<file path="config.mk">
export PLATFORM = sky130hd
export DESIGN_NAME = rs232_rx_unit
export DESIGN_NICKNAME = d
export VERILOG_FILES = /design/src/rtl/rs232_defs.sv /design/src/rtl/sync_2ff.sv /design/src/rtl/rs232_rx_unit.sv
export SDC_FILE = /design/constraint.sdc
export NUM_CORES = 1
export LEC_CHECK = 0
export CAP_MARGIN = 20
export CORE_MARGIN = 5
export CORE_UTILIZATION = 30
export DETAILED_ROUTE_END_ITERATION = 6
export SYNTH_ARGS = -nofsm -noshare
export SYNTH_HDL_FRONTEND = slang
export SYNTH_SLANG_ARGS = --single-unit
</file>
<file path="constraint.sdc">
create_clock -name clk -period 2 [get_ports clk]
set_input_delay 0.5 -clock clk [delete_from_list [all_inputs] [get_ports clk]]
set_output_delay 0.5 -clock clk [all_outputs]
set_load 0.02 [all_outputs]
</file>
<file path="src/rtl/rs232_defs.sv">
// Shared RS232 definitions: FSM state encoding and baud/clock constants.
// The future TX unit imports the same package.
package rs232_defs;

  localparam int CLK_HZ           = 50_000_000;
  localparam int BAUD             = 115_200;
  localparam int CLKS_PER_BIT_DEF = CLK_HZ / BAUD;  // 434

  typedef enum logic [2:0] {
    IDLE  = 3'd0,
    START = 3'd1,
    DATA  = 3'd2,
    STOP  = 3'd3,
    BREAK = 3'd4
  } rx_state_e;

  // Start-edge to start-bit mid-sample distance.
  function automatic int half_bit(input int cpb);
    return cpb / 2;
  endfunction

endpackage

</file>
<file path="src/rtl/sync_2ff.sv">
// Generic two-flop synchroniser for asynchronous inputs (serial lines, buttons).
// RST_VAL sets the level both stages take in reset.
module sync_2ff #(
  parameter int   W       = 1,
  parameter logic RST_VAL = 1'b1
) (
  input  logic         clk,
  input  logic         rst,
  input  logic [W-1:0] d,
  output logic [W-1:0] q
);

  logic [1:0][W-1:0] ff;

  always_ff @(posedge clk) begin
    if (rst) ff <= {(2*W){RST_VAL}};
    else     ff <= {ff[0], d};
  end

  assign q = ff[1];

endmodule

</file>
<file path="src/rtl/rs232_rx_unit.sv">
// 8N1 serial receiver: synchronised rx line, mid-bit sampling, one-cycle
// rxrdy / frame_err strobes, and a BREAK state that swallows a held-low line.
module rs232_rx_unit
  import rs232_defs::*;
#(
  parameter int CLKS_PER_BIT = CLKS_PER_BIT_DEF,
  parameter int HALF_BIT     = half_bit(CLKS_PER_BIT)
) (
  input  logic       clk,
  input  logic       rst,
  input  logic       rx,
  output logic [7:0] rxdw,
  output logic       rxrdy,
  output logic       frame_err,
  output logic       rx_busy
);

  localparam int            CW      = $clog2(CLKS_PER_BIT);
  localparam logic [CW-1:0] HALF_TC = CW'(HALF_BIT - 1);
  localparam logic [CW-1:0] BIT_TC  = CW'(CLKS_PER_BIT - 1);

  logic          rx_s;
  rx_state_e     state, state_nxt;
  logic [CW-1:0] cnt;
  logic [2:0]    bit_idx;
  logic [7:0]    shreg;

  logic half_tc, bit_tc;
  logic counting, cnt_clr, sample_en, rdy_set, ferr_set;

  sync_2ff #(.W(1), .RST_VAL(1'b1)) u_sync (
    .clk (clk),
    .rst (rst),
    .d   (rx),
    .q   (rx_s)
  );

  assign half_tc = (cnt == HALF_TC);
  assign bit_tc  = (cnt == BIT_TC);

  // State register
  always_ff @(posedge clk) begin
    if (rst) state <= IDLE;
    else     state <= state_nxt;
  end

  // Next-state logic
  always_comb begin
    state_nxt = state;
    unique case (state)
      IDLE:    if (!rx_s)  state_nxt = START;
      START:   if (half_tc) state_nxt = rx_s ? IDLE : DATA;
      DATA:    if (bit_tc && bit_idx == 3'd7) state_nxt = STOP;
      STOP:    if (bit_tc) state_nxt = rx_s ? IDLE : BREAK;
      BREAK:   if (rx_s)   state_nxt = IDLE;
      default: state_nxt = IDLE;
    endcase
  end

  // Output / control decode
  always_comb begin
    rx_busy   = (state != IDLE);
    counting  = (state == START) || (state == DATA) || (state == STOP);
    sample_en = (state == DATA) && bit_tc;
    rdy_set   = (state == STOP) && bit_tc &&  rx_s;
    ferr_set  = (state == STOP) && bit_tc && !rx_s;
    // Counter restarts on every state entry and at each data-bit boundary.
    cnt_clr   = (state_nxt != state) || sample_en || !counting;
  end

  // Datapath: baud counter, bit index, shift register, strobes
  always_ff @(posedge clk) begin
    if (rst) begin
      cnt       <= '0;
      bit_idx   <= '0;
      shreg     <= '0;
      rxdw      <= '0;
      rxrdy     <= 1'b0;
      frame_err <= 1'b0;
    end else begin
      cnt <= cnt_clr ? '0 : cnt + 1'b1;

      if (state == START)  bit_idx <= '0;
      else if (sample_en)  bit_idx <= bit_idx + 1'b1;

      if (sample_en) shreg <= {rx_s, shreg[7:1]};

      if (rdy_set) rxdw <= shreg;
      rxrdy     <= rdy_set;
      frame_err <= ferr_set;
    end
  end

endmodule

</file>
==> run_results.csv, run 1 <==
group,metric,value,unit
drt,first_pass_iters,4,
clock_tree,cts-root-buf,"clkbuf_8",
global_routing,grt_pass1_wl,4.588,mm
placement,dpl.hpwl,1.932,mm
layout,fin_area,0.001861,sq mm
logic_synthesis,synth_edf_count,0,
critical_path,crit_end,"cnt[2]",
die,die_h,81.39,microns
logic_synthesis,synth_cells,151,
job,drv_cap,0,
critical_path,worst_setup_path_end_kind,"flop",
power_and_ir_drop,ir_drop,0.2341,mV
placement,port_buffers,13,
global_routing,grt_start_max_net_pins,22,
die,rows,26,
critical_path,reg2reg_to,"cnt[2]",
sta,post-route-min-period,1762,ps
layout,final_nets,180,
die,dieArea,0.006624,sq mm
power_and_ir_drop,p_leak,0.6677,nW
critical_path,critical_path_class,"reg2reg",
drt,drc,0,
die,io_pins,14,
drt,drt-wirelength-per-cell,11.02,microns
critical_path,timing.rr.start,"cnt[0]",
sta,hold_violations,0,
global_routing,grt_pass1_vias,1004,
clock_tree,cts_tree,"done",
logic_synthesis,synth_fp_nets,159,
power_and_ir_drop,clockPowerShare,38.4,%
die,coreArea,0.005042,sq mm
power_and_ir_drop,seqPwrFrac,56.3,%
critical_path,crit_fanout,9,
clock_tree,post_cts.repair.setup_buffers,0,
placement,gp_congestion,0.8180,
logic_synthesis,synth_area,0.001529,sq mm
logic_synthesis,synth_seq_cells,35,
clock_tree,clk_latency,290,ps
clock_tree,clk_pin_slew,70,ps
drt,ant_nets,0,
sta,tns,0,ps
global_routing,track_usage,9.150,%
sta,setup_viol,0,
drt,routed_wl,2.677,mm
sta,relSlewSlack,59.54,%
drt,vias_per_cell,4.444,
critical_path,cp.required,2150,ps
critical_path,rrSetupSlack,240,ps
global_routing,grt-ovfl-total,0,
clock_tree,clock_path_buffers,2,
drt,vias,1080,
power_and_ir_drop,p_int,0.9739,mW
drt,drt_iter0_drc,24,
die,initial_core_util,30.32,%
run_status,status,"complete, no violations",
clock_tree,cts_sinks,35,
layout,drive_gt1_share,13.87,%
layout,syn2layout_area_growth,21.69,%
logic_synthesis,yosys.cell_types.count,36,
critical_path,critPathArrivalTime,1910,ps
sta,worst_slew_pin_slew,604.6,ps
power_and_ir_drop,power_density,677.7,mW/mm^2
clock_tree,cts_buffers,5,
logic_synthesis,synth-seq-area-share,45.83,%
sta,final_max_slew_viol_count,0,
sta,max_freq,567.5,MHz
sta,rsz0062_at_grt,"no",
global_routing,antenna_found_initial,0,
worst_hold_path,hold_class,"reg2reg",
sta,period_share,88.11,%
logic_synthesis,ys.flop_type,"dfxtp_1",
placement,dpl-instance-area,0.001773,sq mm
sta,finalClockSkew,8.705,ps
power_and_ir_drop,combPwrFrac,5.3,%
logic_synthesis,synthArstFlopShare,0,%
critical_path,start_kind,"flop",
power_and_ir_drop,p_sw_share,22.75,%
layout,diodes,0,
clock_tree,cts.htree.levels,2,
die,die_width,81.39,microns
critical_path,startpoint,"cnt[0]",
critical_path,reg2regPathDepth,7,
logic_synthesis,yosysWarnings,0,
power_and_ir_drop,p_switching,0.2869,mW
logic_synthesis,synth_area_per_cell,10.13,sq um
==> cell type report <==
class	count	area, sq um
well taps	70	87.58
flip-flops and latches	35	700.7
multi-input cells	105	779.5
clock inverters	2	12.51
fillers	506	3182
repair buffers	21	192.7
clock buffers	6	72.57
inverters	4	15.01
==> worst min path at each step <==
stage | start | depth (start not counted) | endpoint | slack, ps
after floorplan | u_sync.ff[0] | 1 | u_sync.q | 390
after global placement | u_sync.ff[0] | 1 | u_sync.q | 400
after detailed placement | u_sync.ff[0] | 1 | u_sync.q | 410
after CTS | u_sync.ff[0] | 1 | u_sync.q | 430
after global routing | u_sync.ff[0] | 1 | u_sync.q | 440
final | u_sync.ff[0] | 1 | u_sync.q | 420
==> what timing repair did <==
| action | 4_1_cts | 5_1_grt |
|---|---|---|
| gates resized for setup | 0 | 1 |
| setup endpoints to repair | 0 | 1 |
| hold buffers | 0 | 0 |
==> sequential cells by signal, summed over array words and instances (netlist names) <==
name       cells
frame_err      1
state          3
rxdw           8
bit_idx        3
cnt            9
u_sync.ff      1
u_sync.q       1
rxrdy          1
shreg          8
==> power groups by stage <==
| stage | combinational [mW] | clock [mW] | sequential, mW |
|---|---|---|---|
| floorplan | 0.0452 | 0 | 0.722 |
| CTS | 0.0690 | 0.509 | 0.709 |
| global placement | 0.0678 | 0 | 0.726 |
| global route | 0.0737 | 0.533 | 0.711 |
| finish | 0.0673 | 0.484 | 0.709 |
| detailed placement | 0.0684 | 0 | 0.725 |
==> cells in the final DEF (no fill, tap or decap), types with 2 or more instances in the layout <==
cell type and instances:
a21oi_1 2, xor2_1 4, nor2_1 24, or2_2 3, nand2_1 7, mux2i_1 18, nor3_1 10, a31oi_1 2
nand3_1 5, a211oi_1 2, clkbuf_8 5, xnor2_1 4, buf_4 8, dfxtp_1 35, inv_1 4, clkdlybuf4s50_1 12
ha_1 5
==> critical path, cell delays in order, from the launching register on <==
cell	delay (ps)
dfxtp_1	350
inv_1	70
ha_1	140
nor4bb_1	220
nand3_1	200
a2111oi_4	370
buf_4	210
nor3_1	60
==> through the flow <==
| stage | hold slack (ps) | setup WS [ps] | util, % | power, mW | cells |
|---|---|---|---|---|---|
| 2_1_floorplan | 389.5 | 278.2 | - | 0.7668 | 151 |
| 3_3_place_gp | 395.1 | 166.5 | 35.16 | 0.7935 | 235 |
| 3_5_place_dp | 406.9 | 141.9 | 35.16 | 0.7937 | 235 |
| 4_1_cts | 426.7 | 78.16 | 36.85 | 1.287 | 243 |
| 5_1_grt | 436.0 | 72.38 | 36.90 | 1.317 | 243 |
| 6_report | 422.7 | 237.9 | 36.90 | 1.261 | 243 |
==> synth_stat cells, types with 2 or more instances <==
library cell,instances,area share [%]
a211oi_1,2,0.98
clkbuf_1,3,0.74
inv_1,4,0.98
xor2_1,4,2.3
dfxtp_1,35,46
mux2i_1,18,12
nor3_1,10,3.3
nor2_1,24,5.9
nand2_1,7,1.7
buf_2,3,0.98
or2_2,3,1.2
a31oi_1,2,0.82
xnor2_1,4,2.3
nand3_1,5,1.6
ha_1,5,4.1
a21oi_1,2,0.65
==> cells by family after synthesis <==
kind of cell,synth area share (%)
mux,11.78
buf+inv,3.191
flops,45.83
compound gates,5.974
fa+ha+maj,4.092
xor+xnor,4.582
simple gates,24.55
==> metal layers <==
layer  vias to the layer above  share of wire (%)  global-route usage (%)
li1                        567                  -                       -
met2                        12                 46                   14.17
met4                         0                2.1                   5.574
met1                       495                 49                   11.19
met3                         6                3.1                   2.550
met5                         -                  0                       0
Note: power is estimated with default switching activity, not from simulation.
==> run 2: changes to the inputs <==
--- a/constraint.sdc
+++ b/constraint.sdc
@@ -3,2 +3,2 @@
 set_output_delay 0.5 -clock clk [all_outputs]
-set_load 0.02 [all_outputs]
+set_load 0.01 [all_outputs]
==> run_results.csv, run 2 (synthesis gave the netlist of run 1 again) <==
group,metric,value,unit
run_status,status,"complete, no violations",
sta,rsz0062_at_grt,"no",
drt,wl_met1,1.353,mm
worst_hold_path,holdPathStages,1,
critical_path,critical_path_class,"reg2out",
power_and_ir_drop,power_density,746.5,mW/mm^2
power_and_ir_drop,clockPowerShare,44.9,%
sta,post-route-min-period,1870,ps
sta,tns,0,ps
critical_path,cp.required,1500,ps
worst_hold_path,hold_class,"reg2reg",
sta,worst_slew_pin_slew,587.6,ps
layout,final_nets,178,
clock_tree,post_cts_resize_count,0,
layout,layout_commonest_cell,"dfxtp_1",
power_and_ir_drop,seqPwrFrac,51.0,%
critical_path,reg2reg_to,"cnt[4]",
die,rows,26,
power_and_ir_drop,combPwrFrac,4.1,%
critical_path,worst_setup_path_end_kind,"output port",
global_routing,antenna_found_initial,0,
layout,syn2layout_area_growth,22.42,%
sta,max_freq,534.8,MHz
die,dieArea,0.006624,sq mm
job,drv_cap,0,
drt,drc,0,
sta,period_share,93.50,%
worst_hold_path,whs_endpoint,"u_sync.q",
clock_tree,cts.htree.levels,2,
placement,port_buffers,13,
critical_path,critPathArrivalTime,1370,ps
clock_tree,cts_tree,"done",
drt,ant_nets,0,
power_and_ir_drop,p_leak,0.6610,nW
drt,wl_met3,97,microns
clock_tree,clk_pin_slew,80,ps
drt,first_pass_iters,4,
layout,largest-register,"cnt",
power_and_ir_drop,ir_drop,0.2808,mV
placement,gp_congestion,0.8241,
layout,diodes,0,
critical_path,start_kind,"flop",
die,initial_core_util,30.32,%
clock_tree,clk_latency,290,ps
clock_tree,cts_buffers,5,
drt,drt-wirelength-per-cell,11.26,microns
drt,wl_met2,1.214,mm
global_routing,track_usage,9.120,%
critical_path,timing.rr.start,"cnt[0]",
clock_tree,clock_path_buffers,2,
global_routing,grt_start_max_net_pins,24,
critical_path,startpoint,"state[0]",
power_and_ir_drop,finalPower,1.397,mW
sta,finalClockSkew,7.965,ps
critical_path,rrSetupSlack,240,ps
power_and_ir_drop,p_switching,0.2989,mW
placement,dpl-instance-area,0.001758,sq mm
drt,vias,1086,
layout,post-route-util,37.12,%
sta,setup_viol,0,
drt,top_layer_used,"met4",
die,coreArea,0.005042,sq mm
worst_hold_path,hp-start,"u_sync.ff[0]",
global_routing,grt-ovfl-total,0,
layout,largest_reg_flops,9,
sta,final_max_slew_viol_count,0,
die,die_h,81.39,microns
placement,dpl.hpwl,1.957,mm
clock_tree,cts_hold_buf,0,
power_and_ir_drop,p_sw_share,21.39,%
critical_path,crit_fanout,9,
drt,drt_iter0_drc,46,
layout,reg.largest.list,"cnt (9), rxdw (8), shreg (8)",
global_routing,grt_pass1_vias,1004,
clock_tree,post_cts.repair.setup_buffers,0,
layout,layout_common_cells,"dfxtp_1, nor2_1, mux2i_1",
drt,vias_per_cell,4.506,
layout,drive_gt1_share,14.04,%
die,die_width,81.39,microns
die,io_pins,14,
power_and_ir_drop,p_int,1.098,mW
sta,hold_violations,0,
layout,fin_area,0.001872,sq mm
clock_tree,cts_sinks,35,
global_routing,grt_pass1_wl,4.609,mm
clock_tree,cts-root-buf,"clkbuf_8",
drt,routed_wl,2.714,mm
sta,relSlewSlack,60.68,%
critical_path,reg2regPathDepth,7,
==> run 2: changes by cell type in the layout (fill, tap and decap cells not counted) <==
cell,previous run,this run
bufinv_16,0,1
clkinvlp_4,1,0
clkbuf_1,1,0
dfxtp_1,35,34
dlymetal6s2s_1,1,0
dfxtp_2,0,1
clkinv_4,0,1
clkdlybuf4s50_1,12,13
buf_4,8,6
==> run 2: layout make-up <==
class	count	area (sq um)
sequential	35	701.9
clock buffer	5	68.82
timing repair buffer	19	175.2
inverter	4	15.01
tap	70	87.58
clock inverter	3	43.79
multi-input combinational	105	779.5
fill	522	3171
==> run 2: power by group through the flow <==
stage | Combinational (mW) | Sequential (mW) | Clock [mW]
final | 0.0569 | 0.713 | 0.627
after global routing | 0.0641 | 0.714 | 0.679
after CTS | 0.0580 | 0.712 | 0.657
after detailed placement | 0.0578 | 0.728 | 0
after global placement | 0.0576 | 0.728 | 0
after floorplan | 0.0435 | 0.722 | 0
==> run 2: worst max path at each step <==
stage              end  slack (ps)  depth (start not counted)
2_1_floorplan  rxdw[0]         280                          5
3_3_place_gp    cnt[6]         180                          4
3_5_place_dp    cnt[7]         150                          4
4_1_cts        rx_busy           1                          3
5_1_grt         cnt[6]          50                          7
6_report       rx_busy         130                          3
==> run 2: critical path: stages, from the launching register on <==
cell and delay [ps]:
dfxtp_2 430, inv_1 80, nand2_1 60, clkdlybuf4s50_1 520
==> run 2: stage by stage <==
stage | instances | hold WS (ps) | setup WS, ps
floorplan | 151 | 389.5 | 278.2
global placement | 233 | 396.2 | 178.5
detailed placement | 233 | 405.6 | 149.0
CTS | 241 | 426.8 | 1.363
global route | 241 | 432.2 | 53.39
finish | 241 | 421.9 | 130.0
==> run 2: metal layers <==
layer,GRT usage [%],vias to the layer above
met2,13.76,14
met4,5.068,0
li1,-,564
met5,0,-
met3,2.882,6
met1,11.43,502
==> run 3: changes to the inputs <==
Settings changed: ABC_CLOCK_PERIOD_IN_PS set to 2000.
==> results of run 3 <==
Final layout, timing and power as in run 2 (identical DEF).
